===== src/rtl/button_conditioner_pkg.sv =====
// Shared definitions for the player-button front end.
//   BTN_UP..BTN_B : channel index of each named button in the raw key vector
//   btn_state_t   : per-channel debounce state encoding (2 bits)
//   cnt_width     : counter width for a given largest count (minimum 1 bit)
package button_conditioner_pkg;

  localparam int unsigned BTN_UP    = 0;
  localparam int unsigned BTN_DOWN  = 1;
  localparam int unsigned BTN_LEFT  = 2;
  localparam int unsigned BTN_RIGHT = 3;
  localparam int unsigned BTN_START = 4;
  localparam int unsigned BTN_A     = 5;
  localparam int unsigned BTN_B     = 6;

  typedef enum logic [1:0] {
    IDLE    = 2'd0,
    PRS_CHK = 2'd1,
    HELD    = 2'd2,
    REL_CHK = 2'd3
  } btn_state_t;

  function automatic int unsigned cnt_width(input int unsigned max_count);
    return (max_count > 1) ? $clog2(max_count) : 1;
  endfunction

endpackage


===== src/rtl/button_conditioner_channel.sv =====
// One button channel: 2-flop synchroniser, debounce FSM, optional auto-repeat.
// Build option: AUTO_REPEAT_EN adds the repeat counter and REPEAT_* parameters.
// Ports:
//   clk, reset : clock, asynchronous active-high reset
//   i_raw      : asynchronous raw key
//   o_pulse    : registered one-cycle press pulse
//   o_held     : registered debounced level, 1 = pressed
module button_conditioner_channel
  import button_conditioner_pkg::*;
#(
  parameter int unsigned DEBOUNCE_CYCLES = 500000,
  parameter bit          ACTIVE_LOW      = 1'b1
`ifdef AUTO_REPEAT_EN
  ,
  parameter int unsigned REPEAT_DELAY    = 25000000,
  parameter int unsigned REPEAT_PERIOD   = 7500000,
  parameter bit          REPEAT_EN       = 1'b0
`endif
) (
  input  logic clk,
  input  logic reset,
  input  logic i_raw,
  output logic o_pulse,
  output logic o_held
);

  localparam int unsigned DB_W    = cnt_width(DEBOUNCE_CYCLES);
  localparam logic [DB_W-1:0] DB_LAST = DB_W'(DEBOUNCE_CYCLES - 1);

`ifdef AUTO_REPEAT_EN
  localparam int unsigned REP_MAX  = (REPEAT_DELAY > REPEAT_PERIOD) ? REPEAT_DELAY : REPEAT_PERIOD;
  localparam int unsigned REP_W    = cnt_width(REP_MAX);
  localparam logic [REP_W-1:0] DEL_LAST = REP_W'(REPEAT_DELAY - 1);
  localparam logic [REP_W-1:0] PER_LAST = REP_W'(REPEAT_PERIOD - 1);

  logic [REP_W-1:0] r_rcnt, w_rcnt_next;
  logic             r_rep, w_rep_next;
`endif

  logic             r_sync1, r_sync2;
  logic             w_s;
  btn_state_t       r_state, w_state_next;
  logic [DB_W-1:0]  r_cnt, w_cnt_next;
  logic             r_pulse, w_pulse_next;
  logic             r_held, w_held_next;

  // Synchroniser resets to the released raw level so reset never looks like a press
  always_ff @(posedge clk or posedge reset) begin
    if (reset) begin
      r_sync1 <= ACTIVE_LOW;
      r_sync2 <= ACTIVE_LOW;
    end else begin
      r_sync1 <= i_raw;
      r_sync2 <= r_sync1;
    end
  end

  assign w_s = r_sync2 ^ ACTIVE_LOW;

  // State and output registers; reset lands in REL_CHK to lock out keys held through reset
  always_ff @(posedge clk or posedge reset) begin
    if (reset) begin
      r_state <= REL_CHK;
      r_cnt   <= '0;
      r_pulse <= 1'b0;
      r_held  <= 1'b0;
`ifdef AUTO_REPEAT_EN
      r_rcnt  <= '0;
      r_rep   <= 1'b0;
`endif
    end else begin
      r_state <= w_state_next;
      r_cnt   <= w_cnt_next;
      r_pulse <= w_pulse_next;
      r_held  <= w_held_next;
`ifdef AUTO_REPEAT_EN
      r_rcnt  <= w_rcnt_next;
      r_rep   <= w_rep_next;
`endif
    end
  end

  // Debounce next-state; held only rises on an accepted press, so a locked-out key stays silent
  always_comb begin
    w_state_next = r_state;
    w_cnt_next   = r_cnt;
    w_pulse_next = 1'b0;
    w_held_next  = r_held;
`ifdef AUTO_REPEAT_EN
    w_rcnt_next  = r_rcnt;
    w_rep_next   = r_rep;
`endif
    unique case (r_state)
      IDLE: begin
        if (w_s) begin
          w_state_next = PRS_CHK;
          w_cnt_next   = '0;
        end
      end
      PRS_CHK: begin
        if (!w_s) begin
          w_state_next = IDLE;
        end else if (r_cnt == DB_LAST) begin
          w_state_next = HELD;
          w_pulse_next = 1'b1;
          w_held_next  = 1'b1;
        end else begin
          w_cnt_next = r_cnt + 1'b1;
        end
      end
      HELD: begin
        if (!w_s) begin
          w_state_next = REL_CHK;
          w_cnt_next   = '0;
        end
`ifdef AUTO_REPEAT_EN
        // First repeat after REPEAT_DELAY, then every REPEAT_PERIOD
        else if (REPEAT_EN && r_held) begin
          if (r_rcnt == (r_rep ? PER_LAST : DEL_LAST)) begin
            w_pulse_next = 1'b1;
            w_rcnt_next  = '0;
            w_rep_next   = 1'b1;
          end else begin
            w_rcnt_next = r_rcnt + 1'b1;
          end
        end
`endif
      end
      REL_CHK: begin
        if (w_s) begin
          w_state_next = HELD;
        end else if (r_cnt == DB_LAST) begin
          w_state_next = IDLE;
          w_held_next  = 1'b0;
`ifdef AUTO_REPEAT_EN
          w_rcnt_next  = '0;
          w_rep_next   = 1'b0;
`endif
        end else begin
          w_cnt_next = r_cnt + 1'b1;
        end
      end
      default: begin
        w_state_next = IDLE;
      end
    endcase
  end

  assign o_pulse = r_pulse;
  assign o_held  = r_held;

endmodule


===== src/rtl/button_conditioner.sv =====
// Player-button front end: synchronises, debounces and edge-detects the raw board keys
// and maps each channel's press pulse to the named game-FSM inputs.
// Build option: AUTO_REPEAT_EN enables auto-repeat on channels selected by REPEAT_MASK.
// Ports:
//   clk, reset       : clock, asynchronous active-high reset
//   i_raw_keys       : raw keys, bit 0 up, 1 down, 2 left, 3 right, 4 start, 5 a, 6 b
//   o_up_button..o_b_button : registered one-cycle press pulses per channel
//   o_held           : registered debounced level per channel, 1 = pressed
module button_conditioner
  import button_conditioner_pkg::*;
#(
  parameter int unsigned NUM_BUTTONS     = 7,
  parameter bit          ACTIVE_LOW      = 1'b1,
  parameter int unsigned DEBOUNCE_CYCLES = 500000
`ifdef AUTO_REPEAT_EN
  ,
  parameter int unsigned REPEAT_DELAY    = 25000000,
  parameter int unsigned REPEAT_PERIOD   = 7500000,
  parameter logic [NUM_BUTTONS-1:0] REPEAT_MASK = NUM_BUTTONS'(7'h0F)
`endif
) (
  input  logic                   clk,
  input  logic                   reset,
  input  logic [NUM_BUTTONS-1:0] i_raw_keys,
  output logic                   o_up_button,
  output logic                   o_down_button,
  output logic                   o_left_button,
  output logic                   o_right_button,
  output logic                   o_start_button,
  output logic                   o_a_button,
  output logic                   o_b_button,
  output logic [NUM_BUTTONS-1:0] o_held
);

  logic [NUM_BUTTONS-1:0] w_pulse;

  for (genvar g = 0; g < NUM_BUTTONS; g++) begin : g_ch
    button_conditioner_channel #(
      .DEBOUNCE_CYCLES (DEBOUNCE_CYCLES),
      .ACTIVE_LOW      (ACTIVE_LOW)
`ifdef AUTO_REPEAT_EN
      ,
      .REPEAT_DELAY    (REPEAT_DELAY),
      .REPEAT_PERIOD   (REPEAT_PERIOD),
      .REPEAT_EN       (REPEAT_MASK[g])
`endif
    ) u_ch (
      .clk     (clk),
      .reset   (reset),
      .i_raw   (i_raw_keys[g]),
      .o_pulse (w_pulse[g]),
      .o_held  (o_held[g])
    );
  end

  assign o_up_button    = w_pulse[BTN_UP];
  assign o_down_button  = w_pulse[BTN_DOWN];
  assign o_left_button  = w_pulse[BTN_LEFT];
  assign o_right_button = w_pulse[BTN_RIGHT];
  assign o_start_button = w_pulse[BTN_START];
  assign o_a_button     = w_pulse[BTN_A];
  assign o_b_button     = w_pulse[BTN_B];

endmodule

===== config.mk =====
export PLATFORM = sky130hd
export DESIGN_NAME = button_conditioner
export DESIGN_NICKNAME = d
export VERILOG_FILES = /design/src/rtl/button_conditioner_pkg.sv /design/src/rtl/button_conditioner_channel.sv /design/src/rtl/button_conditioner.sv
export SDC_FILE = /design/constraint.sdc
export NUM_CORES = 1
export LEC_CHECK = 0
export ABC_CLOCK_PERIOD_IN_PS = 7560
export CELL_PAD_IN_SITES_DETAIL_PLACEMENT = 0
export CELL_PAD_IN_SITES_GLOBAL_PLACEMENT = 1
export CORE_ASPECT_RATIO = 1.2
export CORE_MARGIN = 5
export CORE_UTILIZATION = 49
export CTS_CLUSTER_SIZE = 10
export DETAILED_ROUTE_END_ITERATION = 8
export GPL_TIMING_DRIVEN = 0
export MAX_ROUTING_LAYER = met4
export PLACE_DENSITY_LB_ADDON = 0.25
export SLEW_MARGIN = 20
export SYNTH_ARGS = -nofsm -noshare
export SYNTH_HDL_FRONTEND = slang
export SYNTH_SLANG_ARGS = --single-unit

===== constraint.sdc =====
create_clock -name clk -period 7.56 [get_ports clk]
set_input_delay 1.134 -clock clk [delete_from_list [all_inputs] [get_ports clk]]
set_output_delay 1.134 -clock clk [all_outputs]
set_load 0.05 [all_outputs]

==> results_tabular.tex <==
\begin{tabular}{lr}
\hline
Metric & Value \\
\hline
\multicolumn{2}{l}{\textbf{Power and ir drop}} \\
IR Drop Worst-Case VDD & 0.000156 V \\
Cell Pwr Density & 191 mW/mm\^{}2 \\
Design Power & 2.03 mW \\
Leakage Power & roughly 4.3 nW \\
\multicolumn{2}{l}{\textbf{CTS}} \\
TritonCTS clock tree & done \\
Post-cts resize count & 0 \\
Buffer levels on the longest clock path & 2 \\
Post CTS Setup Buffer Count & 0 \\
H-tree depth & 4 \\
Clock tree sinks & between 150 and 200 \\
Clock Tree Root & sky130\_fd\_sc\_hd\_\_clkbuf\_16 \\
Number of buffers created by CTS & 17 \\
Clock edge transition at the registers on the reported setup and hold paths & 0.06 ns \\
Worst skew pair latency & about 0.43 ns \\
Post-cts hold buffer count & 0 \\
\multicolumn{2}{l}{\textbf{Yosys}} \\
Synth top area cells & sky130\_fd\_sc\_hd\_\_dfrtp\_1, sky130\_fd\_sc\_hd\_\_dfstp\_2, sky130\_fd\_sc\_hd\_\_nand2\_1 \\
Number of flops mapped to enable cells by yosys & 0 \\
Dominant cell type by area after synthesis & sky130\_fd\_sc\_hd\_\_dfrtp\_1 \\
Synthesized area per cell & 9.16 sq um \\
Number of library cell types mapped by synthesis & 66 \\
Synthesized net count & 1,048 \\
Warning count from the yosys run & 0 \\
Gate count after technology mapping & 1,032 \\
Async set-reset flop share out of synthesis & 100\% \\
Total standard cell area after synthesis & 0.00945 sq mm \\
Proportion of synthesized chip area in sequential cells & a little under half \\
Post-synthesis sequential element count & 175 \\
Top\_reg\_cell synth & sky130\_fd\_sc\_hd\_\_dfrtp\_1 \\
Yosys top cell area share & around two fifths \\
\multicolumn{2}{l}{\textbf{Cells and area}} \\
Highest-count cells in the layout ignoring fill and taps & sky130\_fd\_sc\_hd\_\_dfrtp\_1, sky130\_fd\_sc\_hd\_\_nand2\_1, sky130\_fd\_sc\_hd\_\_o21ai\_0, sky130\_fd\_sc\_hd\_\_nand3\_1, sky130\_fd\_sc\_hd\_\_nor2\_1 \\
Number of antenna repair diodes & 0 \\
Layout Utilization & 56.1\% \\
Post-synthesis to final-layout area growth & 12.4\% \\
Ratio of cells with drive above 1 in the final layout & 10.1\% \\
Most common library cell in the layout ignoring fill and taps & sky130\_fd\_sc\_hd\_\_dfrtp\_1 \\
Final \#Nets & 1,090 \\
\multicolumn{2}{l}{\textbf{Route}} \\
Number of DRC violations after detailed routing & 0 \\
Number of violations reported at the end of detailed-routing iteration 0 & 391 \\
Via density & 5.88 \\
Routed Antenna Nets & 0 \\
Vias & just under 8,000 \\
Routed WL per cell & 15.9 um \\
First-pass iteration count of the detailed router & 4 \\
Wire length after detailed routing & 21,400 um \\
\multicolumn{2}{l}{\textbf{Place}} \\
DPL Wire Length & 14,400 um \\
Count of input and output buffers & 22 \\
Final GP Congestion & 0.848 \\
\multicolumn{2}{l}{\textbf{Die}} \\
Die width & 137 um \\
Std-Cell Core Area & 0.0189 sq mm \\
Die area & 0.0222 sq mm \\
Site row count & 55 \\
Io pins & 23 \\
Die extent in y & 162 um \\
Initial cell density of the core & 49.9\% \\
\multicolumn{2}{l}{\textbf{GRT}} \\
Global-route wire length before repair & $\sim$37,000 um \\
Overall global routing resource usage & 20.9\% \\
Vias in the first global route & slightly below 8,000 \\
Pin count of the biggest net entering global routing & 98 \\
Total gr overflow & 0 \\
Antenna violations before repair & 0 \\
\multicolumn{2}{l}{\textbf{STA}} \\
Min cycle time layout & 2.84 ns \\
Slew at the pin closest to its max-slew limit & just under 0.8 ns \\
Final setup viols & 0 \\
Max-slew violation total from the final report & 0 \\
RSZ-0062 raised after global routing & no \\
Worst slew margin relative to its limit & 46.8\% \\
FMAX & 352 MHz \\
Hold WS & 0.356 ns \\
Fin Setup TNS & 0 ns \\
Final number of hold-violating endpoints & 0 \\
Clk\_skew & 0.0105 ns \\
Post-route clock period utilization & between 30\% and 40\% \\
\multicolumn{2}{l}{\textbf{Setup path}} \\
Arrival time reported for the critical path endpoint & 1.71 ns \\
Reg-to-reg critical path endpoint & g\_ch[0].u\_ch.r\_cnt[12] \\
Worst setup path category & flop to primary output \\
CP required & $\sim$6.4 ns \\
CP Capture Type & primary output \\
Source of the worst register-to-register timing path & g\_ch[0].u\_ch.r\_cnt[0] \\
Worst r2r path cells & 7 \\
Kind of launch point of the worst setup path & flop \\
Largest fanout on the critical path & 3 \\
Reg2Reg Setup Slack & 4.88 ns \\
\multicolumn{2}{l}{\textbf{Hold path}} \\
Number of cells on the worst hold path & 0 \\
Worst min-delay path startpoint & g\_ch[1].u\_ch.r\_sync1 \\
Worst Hold Endpoint & g\_ch[1].u\_ch.r\_sync2 \\
Type of the worst min-delay path & flop to flop \\
\multicolumn{2}{l}{\textbf{Run}} \\
Number of max-capacitance violations reported & 0 \\
\multicolumn{2}{l}{\textbf{Status}} \\
Outcome & completed \\
\hline
\end{tabular}
==> cell usage after synthesis (9+ instances only) <==
cell	number
sky130_fd_sc_hd__or3_1	18
sky130_fd_sc_hd__clkbuf_1	30
sky130_fd_sc_hd__inv_1	32
sky130_fd_sc_hd__nand2b_1	9
sky130_fd_sc_hd__dfrtp_1	147
sky130_fd_sc_hd__nand2_1	128
sky130_fd_sc_hd__nand4_1	38
sky130_fd_sc_hd__and3_1	11
sky130_fd_sc_hd__nor4_1	12
sky130_fd_sc_hd__a21o_1	11
sky130_fd_sc_hd__nor4b_1	9
sky130_fd_sc_hd__nor3_1	30
sky130_fd_sc_hd__o31ai_1	26
sky130_fd_sc_hd__or4_1	17
sky130_fd_sc_hd__a21oi_1	21
sky130_fd_sc_hd__o21ai_1	9
sky130_fd_sc_hd__xor2_1	11
sky130_fd_sc_hd__a31oi_1	17
sky130_fd_sc_hd__mux2i_1	13
sky130_fd_sc_hd__dfstp_2	28
sky130_fd_sc_hd__o21ai_0	90
sky130_fd_sc_hd__o41ai_1	20
sky130_fd_sc_hd__nor2_1	59
sky130_fd_sc_hd__a22o_1	21
sky130_fd_sc_hd__and2_1	17
sky130_fd_sc_hd__nand3_1	86
==> metal layers <==
layer	GRT usage (%)	up-vias	part of all wire [%]
met5	-	-	0
li1	-	3930	-
met4	5.90	0	0.98
met1	27.7	3812	47
met2	33.6	133	49
met3	2.97	22	3.1
==> worst max-delay path: stages, from the launching register on <==
cell and delay (ns):
sky130_fd_sc_hd__dfrtp_1 0.36, sky130_fd_sc_hd__buf_4 0.13, sky130_fd_sc_hd__clkdlybuf4s50_1 0.79
==> where the power goes <==
| group | switching [mW] | internal, mW | total [mW] |
|---|---|---|---|
| sequential | 0.0340 | 0.970 | 1.00 |
| clock | 0.378 | 0.506 | 0.884 |
| combinational | 0.0902 | 0.0517 | 0.142 |
| total | 0.502 | 1.53 | 2.03 |
==> metrics by stage <==
step | instance area, sq um | std cells | setup slack, ns
floorplan | 9450 | 1032 | 1.73
global placement | 9990 | 1310 | -0.770
detailed placement | 10000 | 1311 | 4.84
CTS | 10600 | 1343 | 4.68
global route | 10600 | 1343 | 4.58
finish | 10600 | 1343 | 4.72
==> layout make-up <==
| class | instances | area [sq um] |
|---|---|---|
| Clock inverter | 12 | 135 |
| Fill cell | 1749 | 8300 |
| Inverter | 34 | 135 |
| Multi-Input combinational cell | 774 | 4660 |
| Sequential cell | 175 | 4410 |
| Buffer | 49 | 250 |
| Tap cell | 256 | 320 |
| Timing Repair Buffer | 23 | 248 |
| Clock buffer | 20 | 457 |
==> sequential cells by signal, indices dropped and copies added, names as in the netlist, named ones only <==
| signal | count |
|---|---|
| g_ch.u_ch.o_held | 7 |
| g_ch.u_ch.r_cnt | 133 |
| g_ch.u_ch.r_sync2 | 7 |
| g_ch.u_ch.o_pulse | 7 |
| g_ch.u_ch.r_state | 7 |
| g_ch.u_ch.r_sync1 | 7 |
==> worst max-delay path by stage <==
| stage | from | end | slack [ns] | cells past startpoint |
|---|---|---|---|---|
| CTS | g_ch[1].u_ch.o_held | o_held[1] | 4.68 | 2 |
| floorplan | reset | g_ch[0].u_ch.o_held | 1.73 | 1 |
| global route | g_ch[0].u_ch.r_cnt[0] | g_ch[0].u_ch.r_cnt[15] | 4.58 | 7 |
| global placement | reset | g_ch[3].u_ch.o_held | -0.77 | 2 |
| detailed placement | g_ch[0].u_ch.r_cnt[0] | g_ch[0].u_ch.r_cnt[12] | 4.84 | 7 |
| finish | g_ch[1].u_ch.o_held | o_held[1] | 4.72 | 2 |
==> kinds of logic (layout without fill, tap and decap cells) <==
| group | Yosys count | after routing | synth area share (%) |
|---|---|---|---|
| compound gates | 253 | 253 | 18.0 |
| mux | 18 | 18 | 2.01 |
| fa+ha+maj | 7 | 7 | 0.927 |
| buf+inv | 83 | 138 | 4.00 |
| simple gates | 478 | 478 | 26.7 |
| flops | 175 | 175 | 46.7 |
| xor+xnor | 18 | 18 | 1.67 |
Power figures use the tool's default switching activity.
